### src/rtl/pc_next_if.sv
// Purpose : bundles the request, branch and PC-status signals between the control path and pc_next_unit.
// Ports   : master drives stall/branch/br_ne/zero/jump/imm/jidx and observes the PC outputs;
//           slave is the PC unit, which consumes the requests and drives pc_out, adders, redirect, pend_valid, upd_count.
interface pc_next_if #(
   parameter int WIDTH  = 32,
   parameter int IMM_W  = 16,
   parameter int JIDX_W = 26,
   parameter int CNT_W  = 32
);
   logic              stall;
   logic              branch;
   logic              br_ne;
   logic              zero;
   logic              jump;
   logic [IMM_W-1:0]  imm;
   logic [JIDX_W-1:0] jidx;
   logic [WIDTH-1:0]  pc_out;
   logic [WIDTH-1:0]  adder1_out;
   logic [WIDTH-1:0]  adder2_out;
   logic              redirect;
   logic              pend_valid;
   logic [CNT_W-1:0]  upd_count;

   modport master (
      output stall, branch, br_ne, zero, jump, imm, jidx,
      input  pc_out, adder1_out, adder2_out, redirect, pend_valid, upd_count
   );

   modport slave (
      input  stall, branch, br_ne, zero, jump, imm, jidx,
      output pc_out, adder1_out, adder2_out, redirect, pend_valid, upd_count
   );
endinterface

### src/rtl/pc_next_unit.sv
// Purpose : PC register with sequential/branch/jump next-PC select and a one-deep redirect buffer for stalls.
// Latency : adders are combinational; the selected next PC appears on pc_out one cycle after the selecting edge.
// Stall   : stall holds the PC; the first redirect seen under stall is buffered and applied on release, later ones dropped.
// Ports   : clk, reset (synchronous, active-high) plus the slave side of pc_next_if.
module pc_next_unit #(
   parameter int               WIDTH      = 32,
   parameter int               IMM_W      = 16,
   parameter int               JIDX_W     = 26,
   parameter int               SHIFT      = 2,
   parameter int               INC        = 4,
   parameter logic [WIDTH-1:0] RESET_ADDR = '0,
   parameter int               CNT_W      = 32
) (
   input  logic       clk,
   input  logic       reset,
   pc_next_if.slave   bus
);

   logic [WIDTH-1:0] pc_q, pc_d;
   logic [WIDTH-1:0] pend_addr_q, pend_addr_d;
   logic             pend_valid_q, pend_valid_d;
   logic             redirect_q, redirect_d;
   logic [CNT_W-1:0] cnt_q, cnt_d;

   logic [WIDTH-1:0] adder1;
   logic [WIDTH-1:0] adder2;
   logic [WIDTH-1:0] imm_sext;
   logic [WIDTH-1:0] jtgt;
   logic             take_br;
   logic             req;
   logic [WIDTH-1:0] req_addr;

   // Arithmetic is modulo 2^WIDTH; carries out of the top bit are simply lost.
   assign adder1   = pc_q + WIDTH'(INC);
   assign imm_sext = {{(WIDTH-IMM_W){bus.imm[IMM_W-1]}}, bus.imm};
   assign adder2   = adder1 + (imm_sext << SHIFT);

   // Jump target keeps the upper region bits of the sequential PC.
   assign jtgt     = {adder1[WIDTH-1:JIDX_W+SHIFT], bus.jidx, {SHIFT{1'b0}}};

   assign take_br  = bus.branch & (bus.zero ^ bus.br_ne);
   assign req      = bus.jump | take_br;
   assign req_addr = bus.jump ? jtgt : adder2;

   always_comb begin
      pc_d         = pc_q;
      pend_addr_d  = pend_addr_q;
      pend_valid_d = pend_valid_q;
      redirect_d   = 1'b0;
      cnt_d        = cnt_q;
      if (bus.stall) begin
         // Only the first redirect under a stall is kept; the PC itself holds.
         if (!pend_valid_q && req) begin
            pend_valid_d = 1'b1;
            pend_addr_d  = req_addr;
         end
      end else begin
         cnt_d = cnt_q + CNT_W'(1);
         if (pend_valid_q) begin
            // Buffered redirect is older than anything presented now, so it wins.
            pc_d         = pend_addr_q;
            pend_valid_d = 1'b0;
            redirect_d   = 1'b1;
         end else if (req) begin
            pc_d       = req_addr;
            redirect_d = 1'b1;
         end else begin
            pc_d = adder1;
         end
      end
   end

   always_ff @(posedge clk) begin
      if (reset) begin
         pc_q         <= RESET_ADDR;
         pend_addr_q  <= '0;
         pend_valid_q <= 1'b0;
         redirect_q   <= 1'b0;
         cnt_q        <= '0;
      end else begin
         pc_q         <= pc_d;
         pend_addr_q  <= pend_addr_d;
         pend_valid_q <= pend_valid_d;
         redirect_q   <= redirect_d;
         cnt_q        <= cnt_d;
      end
   end

   assign bus.pc_out     = pc_q;
   assign bus.adder1_out = adder1;
   assign bus.adder2_out = adder2;
   assign bus.redirect   = redirect_q;
   assign bus.pend_valid = pend_valid_q;
   assign bus.upd_count  = cnt_q;

endmodule
### src/flat_wrapper.sv
// flat-port wrapper written by rule: the top's interface ports become plain ports
module pc_next_unit_flat 
#(
   parameter int               WIDTH      = 32,
   parameter int               IMM_W      = 16,
   parameter int               JIDX_W     = 26,
   parameter int               SHIFT      = 2,
   parameter int               INC        = 4,
   parameter logic [WIDTH-1:0] RESET_ADDR = '0,
   parameter int               CNT_W      = 32
)
  (clk, reset, bus_stall, bus_branch, bus_br_ne, bus_zero, bus_jump, bus_imm, bus_jidx, bus_pc_out, bus_adder1_out, bus_adder2_out, bus_redirect, bus_pend_valid, bus_upd_count);
  pc_next_if #(.WIDTH(WIDTH), .IMM_W(IMM_W), .JIDX_W(JIDX_W), .CNT_W(CNT_W)) bus_i ();
  input  logic clk;
  input  logic reset;
  input wire logic [$bits(bus_i.stall)-1:0] bus_stall;
  input wire logic [$bits(bus_i.branch)-1:0] bus_branch;
  input wire logic [$bits(bus_i.br_ne)-1:0] bus_br_ne;
  input wire logic [$bits(bus_i.zero)-1:0] bus_zero;
  input wire logic [$bits(bus_i.jump)-1:0] bus_jump;
  input wire logic [$bits(bus_i.imm)-1:0] bus_imm;
  input wire logic [$bits(bus_i.jidx)-1:0] bus_jidx;
  output wire logic [$bits(bus_i.pc_out)-1:0] bus_pc_out;
  output wire logic [$bits(bus_i.adder1_out)-1:0] bus_adder1_out;
  output wire logic [$bits(bus_i.adder2_out)-1:0] bus_adder2_out;
  output wire logic [$bits(bus_i.redirect)-1:0] bus_redirect;
  output wire logic [$bits(bus_i.pend_valid)-1:0] bus_pend_valid;
  output wire logic [$bits(bus_i.upd_count)-1:0] bus_upd_count;
  assign bus_i.stall = bus_stall;
  assign bus_i.branch = bus_branch;
  assign bus_i.br_ne = bus_br_ne;
  assign bus_i.zero = bus_zero;
  assign bus_i.jump = bus_jump;
  assign bus_i.imm = bus_imm;
  assign bus_i.jidx = bus_jidx;
  assign bus_pc_out = bus_i.pc_out;
  assign bus_adder1_out = bus_i.adder1_out;
  assign bus_adder2_out = bus_i.adder2_out;
  assign bus_redirect = bus_i.redirect;
  assign bus_pend_valid = bus_i.pend_valid;
  assign bus_upd_count = bus_i.upd_count;
  pc_next_unit #(.WIDTH(WIDTH), .IMM_W(IMM_W), .JIDX_W(JIDX_W), .SHIFT(SHIFT), .INC(INC), .RESET_ADDR(RESET_ADDR), .CNT_W(CNT_W)) u_core (.clk(clk), .reset(reset), .bus(bus_i));
endmodule
### config.mk
export PLATFORM = sky130hd
export DESIGN_NAME = pc_next_unit_flat
export DESIGN_NICKNAME = d
export VERILOG_FILES = /design/src/rtl/pc_next_if.sv /design/src/rtl/pc_next_unit.sv /design/src/flat_wrapper.sv
export SDC_FILE = /design/constraint.sdc
export NUM_CORES = 1
export LEC_CHECK = 0
export CORE_ASPECT_RATIO = 0.7
export CORE_MARGIN = 10
export CORE_UTILIZATION = 35
export CTS_BUF_LIST = sky130_fd_sc_hd__clkbuf_4 sky130_fd_sc_hd__clkbuf_8 sky130_fd_sc_hd__clkbuf_16
export CTS_CLUSTER_DIAMETER = 200
export DETAILED_ROUTE_END_ITERATION = 8
export HOLD_SLACK_MARGIN = 0.08
export PLACE_DENSITY = 0.7
export SYNTH_ARGS = -nofsm -noshare
export SYNTH_HDL_FRONTEND = slang
export SYNTH_SLANG_ARGS = --single-unit
### constraint.sdc
create_clock -name clk -period 4.89 [get_ports clk]
set_input_delay 0.978 -clock clk [delete_from_list [all_inputs] [get_ports clk]]
set_output_delay 0.978 -clock clk [all_outputs]
set_load 0.01 [all_outputs]
==> run metrics <==
antenna violations before repair 0; drt first pass iters 5; PnR worst setup slack 62.4 ps; Worst Hold Class reg -> reg; category of the most critical setup path reg -> out; CP max FO 6; instance area after placement 9600 sq um; global-route usage over all layers 20.3%; relative area change from synthesis to final layout 48.2%; buffers added on ports 178; crit path launch type flip-flop; number of buffers inserted by hold repair at cts 0; Total Negative Setup Slacks 0 ps; r2r startpoint u_core.bus.pc_out[4]; final period utilization 98.7%; number of library cell types mapped by synthesis 72; data arrival at the endpoint of the critical path 3850 ps; sequence of cells on the critical path and4_4 -> nand4_1 -> buf_4 -> nor3_4 -> xor2_2 -> ha_4 -> a21oi_1 -> o21ai_1 -> a2111o_1 -> a31oi_4 -> buf_4 -> nor3b_1 -> o22ai_1 -> xnor2_1 -> buf_2; Final Hold Violating Endpoints 0; outcome finished, final reports clean; Least-Margin Pin Slew 831 ps; per-cell routed wire length 19.6 um; HPWL after detailed placement 20600 um; worst clock skew on the final layout 13.1 ps; starting utilization of the core area 36.0%; wire length of the first global-routing pass 41800 um; number of antenna cells inserted 0; count of nets left with antenna violations after detail routing 0; Total Routed Length 27500 um; DIE AREA 25700 sq um; minimum hold slack 459 ps; total leakage power 0.00422 uW; Worst R2R End u_core.pend_addr_q[28]; CP max-delay cell sky130_fd_sc_hd__a2111o_1; sequential cell area fraction in the yosys report 28.6%; average footprint of a synthesized cell 7.83 sq um; power per standard cell area 270 nW/um^2; Slowest Stage Delay on Critical Path 400 ps; nets in the synthesized netlist 965; vias per std cell 5.48; mapped cell area 6870 sq um; fraction of layout instances using a drive strength above 1 18.4%; data required time at the worst endpoint 3910 ps; placeable core region 19100 sq um; area of all placed cells without fillers 10200 sq um; post-route total power 2750 uW; Worst-path clk slew 80 ps; depth of the worst register-to-register path 16; relative slew slack 44.6%; root buffer selected by CTS sky130_fd_sc_hd__clkbuf_16; number of ports placed on the die boundary 179; leading register cell type out of synthesis sky130_fd_sc_hd__dfxtp_1; maximum number of pins on one net before global-route repair 75; commonest non-fill, non-tap cells in the layout sky130_fd_sc_hd__clkdlybuf4s50_1, sky130_fd_sc_hd__buf_4, sky130_fd_sc_hd__nor2_1, sky130_fd_sc_hd__dfxtp_1, sky130_fd_sc_hd__a21oi_1; grt total ovfl 0; Setup WS pre-CTS -332 ps; Chip Height 137 um; count of warnings emitted by yosys 0; cells after synthesis 877; EDFF count, synth 0; number of global-route vias before repair 7206; number of vias in the routed layout 7690; share of async-settable or async-resettable flops after synthesis 0%; unrepaired setup endpoints after global routing yes; number of H-tree levels 3; end point of the critical path bus_adder2_out[28]; weighted congestion at the end of routability-driven global placement 0.957; later-pin clock latency in the skew report 360 ps; die width 187 um; Top cell by count, worst path sky130_fd_sc_hd__buf_4; most common cell after layout, fill and taps aside sky130_fd_sc_hd__clkdlybuf4s50_1; clock buffer depth 2; startpoint of the worst setup timing path u_core.bus.pc_out[4]; number of nets in the layout 1222; max-slew violation count 0; Final setup viols 0; placement row count 42; count of clock tree sinks 98; number of storage elements in the synthesis netlist 98; number of clock buffers inserted by TritonCTS 9; setup slack of the worst register-to-register path 1140 ps; number of max-capacitance violations reported 0; DRC errors left 0; worst hold path cell count 2; Final Critical Period 4830 ps; peak ir drop on the vdd network 0.185 mV; achievable clock frequency 207 MHz; critical path capture point type output port; count of routing violations after the opening detailed-route iteration 695; clock tree from TritonCTS yes
-- synthesized netlist by cell type, types with 5 or more instances --
cell type,number,area share [%]
sky130_fd_sc_hd__o21ai_0,49,3.6
sky130_fd_sc_hd__a221oi_1,7,0.89
sky130_fd_sc_hd__nand3_1,36,2.6
sky130_fd_sc_hd__o22ai_1,5,0.46
sky130_fd_sc_hd__a211oi_1,21,2.3
sky130_fd_sc_hd__a21boi_0,5,0.55
sky130_fd_sc_hd__o221a_2,7,1.1
sky130_fd_sc_hd__nand4_1,18,1.6
sky130_fd_sc_hd__and4_1,11,1.4
sky130_fd_sc_hd__and2_1,10,0.91
sky130_fd_sc_hd__buf_4,5,0.55
sky130_fd_sc_hd__a31oi_1,8,0.73
sky130_fd_sc_hd__dfxtp_1,98,29
sky130_fd_sc_hd__nor2_1,94,5.1
sky130_fd_sc_hd__a21o_1,17,1.9
sky130_fd_sc_hd__xnor2_1,39,5.0
sky130_fd_sc_hd__a21oi_1,74,5.4
sky130_fd_sc_hd__and3_1,18,1.6
sky130_fd_sc_hd__nand2_1,67,3.7
sky130_fd_sc_hd__or3_1,7,0.64
sky130_fd_sc_hd__clkbuf_1,41,2.2
sky130_fd_sc_hd__nor3_1,21,1.5
sky130_fd_sc_hd__mux2i_1,14,2.0
sky130_fd_sc_hd__o211ai_1,9,0.98
sky130_fd_sc_hd__ha_1,38,6.9
sky130_fd_sc_hd__a22oi_1,8,0.87
sky130_fd_sc_hd__a311oi_1,6,0.76
sky130_fd_sc_hd__o21bai_1,6,0.66
sky130_fd_sc_hd__xor2_1,37,4.7
sky130_fd_sc_hd__inv_1,31,1.7
-- cell families (layout without fill, tap and decap cells) --
group                      count (synthesis)  count (layout)  share of synthesized area (%)
xor gates and xnor gates                  77              77                           9.93
and+or+nand+nor                          302             302                           21.4
adders and majority gates                 39              39                           7.21
muxes                                     15              15                           2.20
AOI/OAI and AO/OA                        263             263                           25.8
buffers and inverters                     83             345                           4.83
DFF                                       98              98                           28.6
-- layer usage --
metal / routed length [um] / part of all wire, % / global-route usage, % / vias to the layer above
met5: 0 / 0 / 0 / -
met4: 221 / 0.80 / 2.79 / 0
met3: 2460 / 8.9 / 5.61 / 22
met2: 11300 / 41 / 29.3 / 339
met1: 13500 / 49 / 29.9 / 3614
li1: - / - / - / 3715
-- how the worst min path moves through the flow --
| stage | startpoint | to | slack [ps] |
|---|---|---|---|
| after global routing | u_core.pend_addr_q[1] | u_core.pend_addr_q[1] | 480 |
| after CTS | u_core.pend_addr_q[1] | u_core.pend_addr_q[1] | 460 |
| after detailed placement | u_core.pend_addr_q[1] | u_core.pend_addr_q[1] | 450 |
| after global placement | u_core.pend_addr_q[0] | u_core.pend_addr_q[0] | 440 |
| final | u_core.pend_addr_q[1] | u_core.pend_addr_q[1] | 460 |
| after floorplan | u_core.pend_addr_q[0] | u_core.pend_addr_q[0] | 430 |
-- power by group --
part | switching, uW | leakage (uW) | internal (uW) | total (uW)
Clock | 372 | 0.000149 | 365 | 737
Sequential | 42.3 | 0.000804 | 845 | 887
Combinational | 577 | 0.00326 | 552 | 1130
-- stage by stage --
stage	cells	util, %
after floorplan	877	-
after global placement	1377	50.3
after detailed placement	1377	50.3
after CTS	1398	52.5
after global routing	1403	53.4
final	1403	53.4
-- registers in the layout, indices dropped and copies added, names as in the netlist --
signal and count:
u_core.bus.upd_count 32, u_core.pend_addr_q 32, u_core.bus.redirect 1, u_core.bus.pc_out 32
u_core.bus.pend_valid 1
-- critical path, delay by kind of cell, from the launching register on --
kind / cells / cell delay, ps
xor+xnor: 2 / 480
fa+ha+maj: 1 / 260
flops: 1 / 360
compound gates: 5 / 1160
simple gates: 4 / 670
buf+inv: 3 / 570
-- final cells by class --
| type | instances | area, sq um |
|---|---|---|
| Fill cell | 1757 | 8890 |
| Clock buffer | 9 | 225 |
| Multi-Input combinational cell | 696 | 4800 |
| Tap cell | 264 | 330 |
| Timing Repair Buffer | 297 | 2660 |
| Clock inverter | 7 | 76.3 |
| Sequential cell | 98 | 1970 |
| Inverter | 32 | 120 |
-- what timing repair did --
action	in CTS	in global routing
pin swaps	10	18
buffers inserted	5	5
gates resized for setup	41	34
setup endpoints to repair	18	15
gates cloned	0	0
Note: power is estimated with default switching activity, not from simulation.
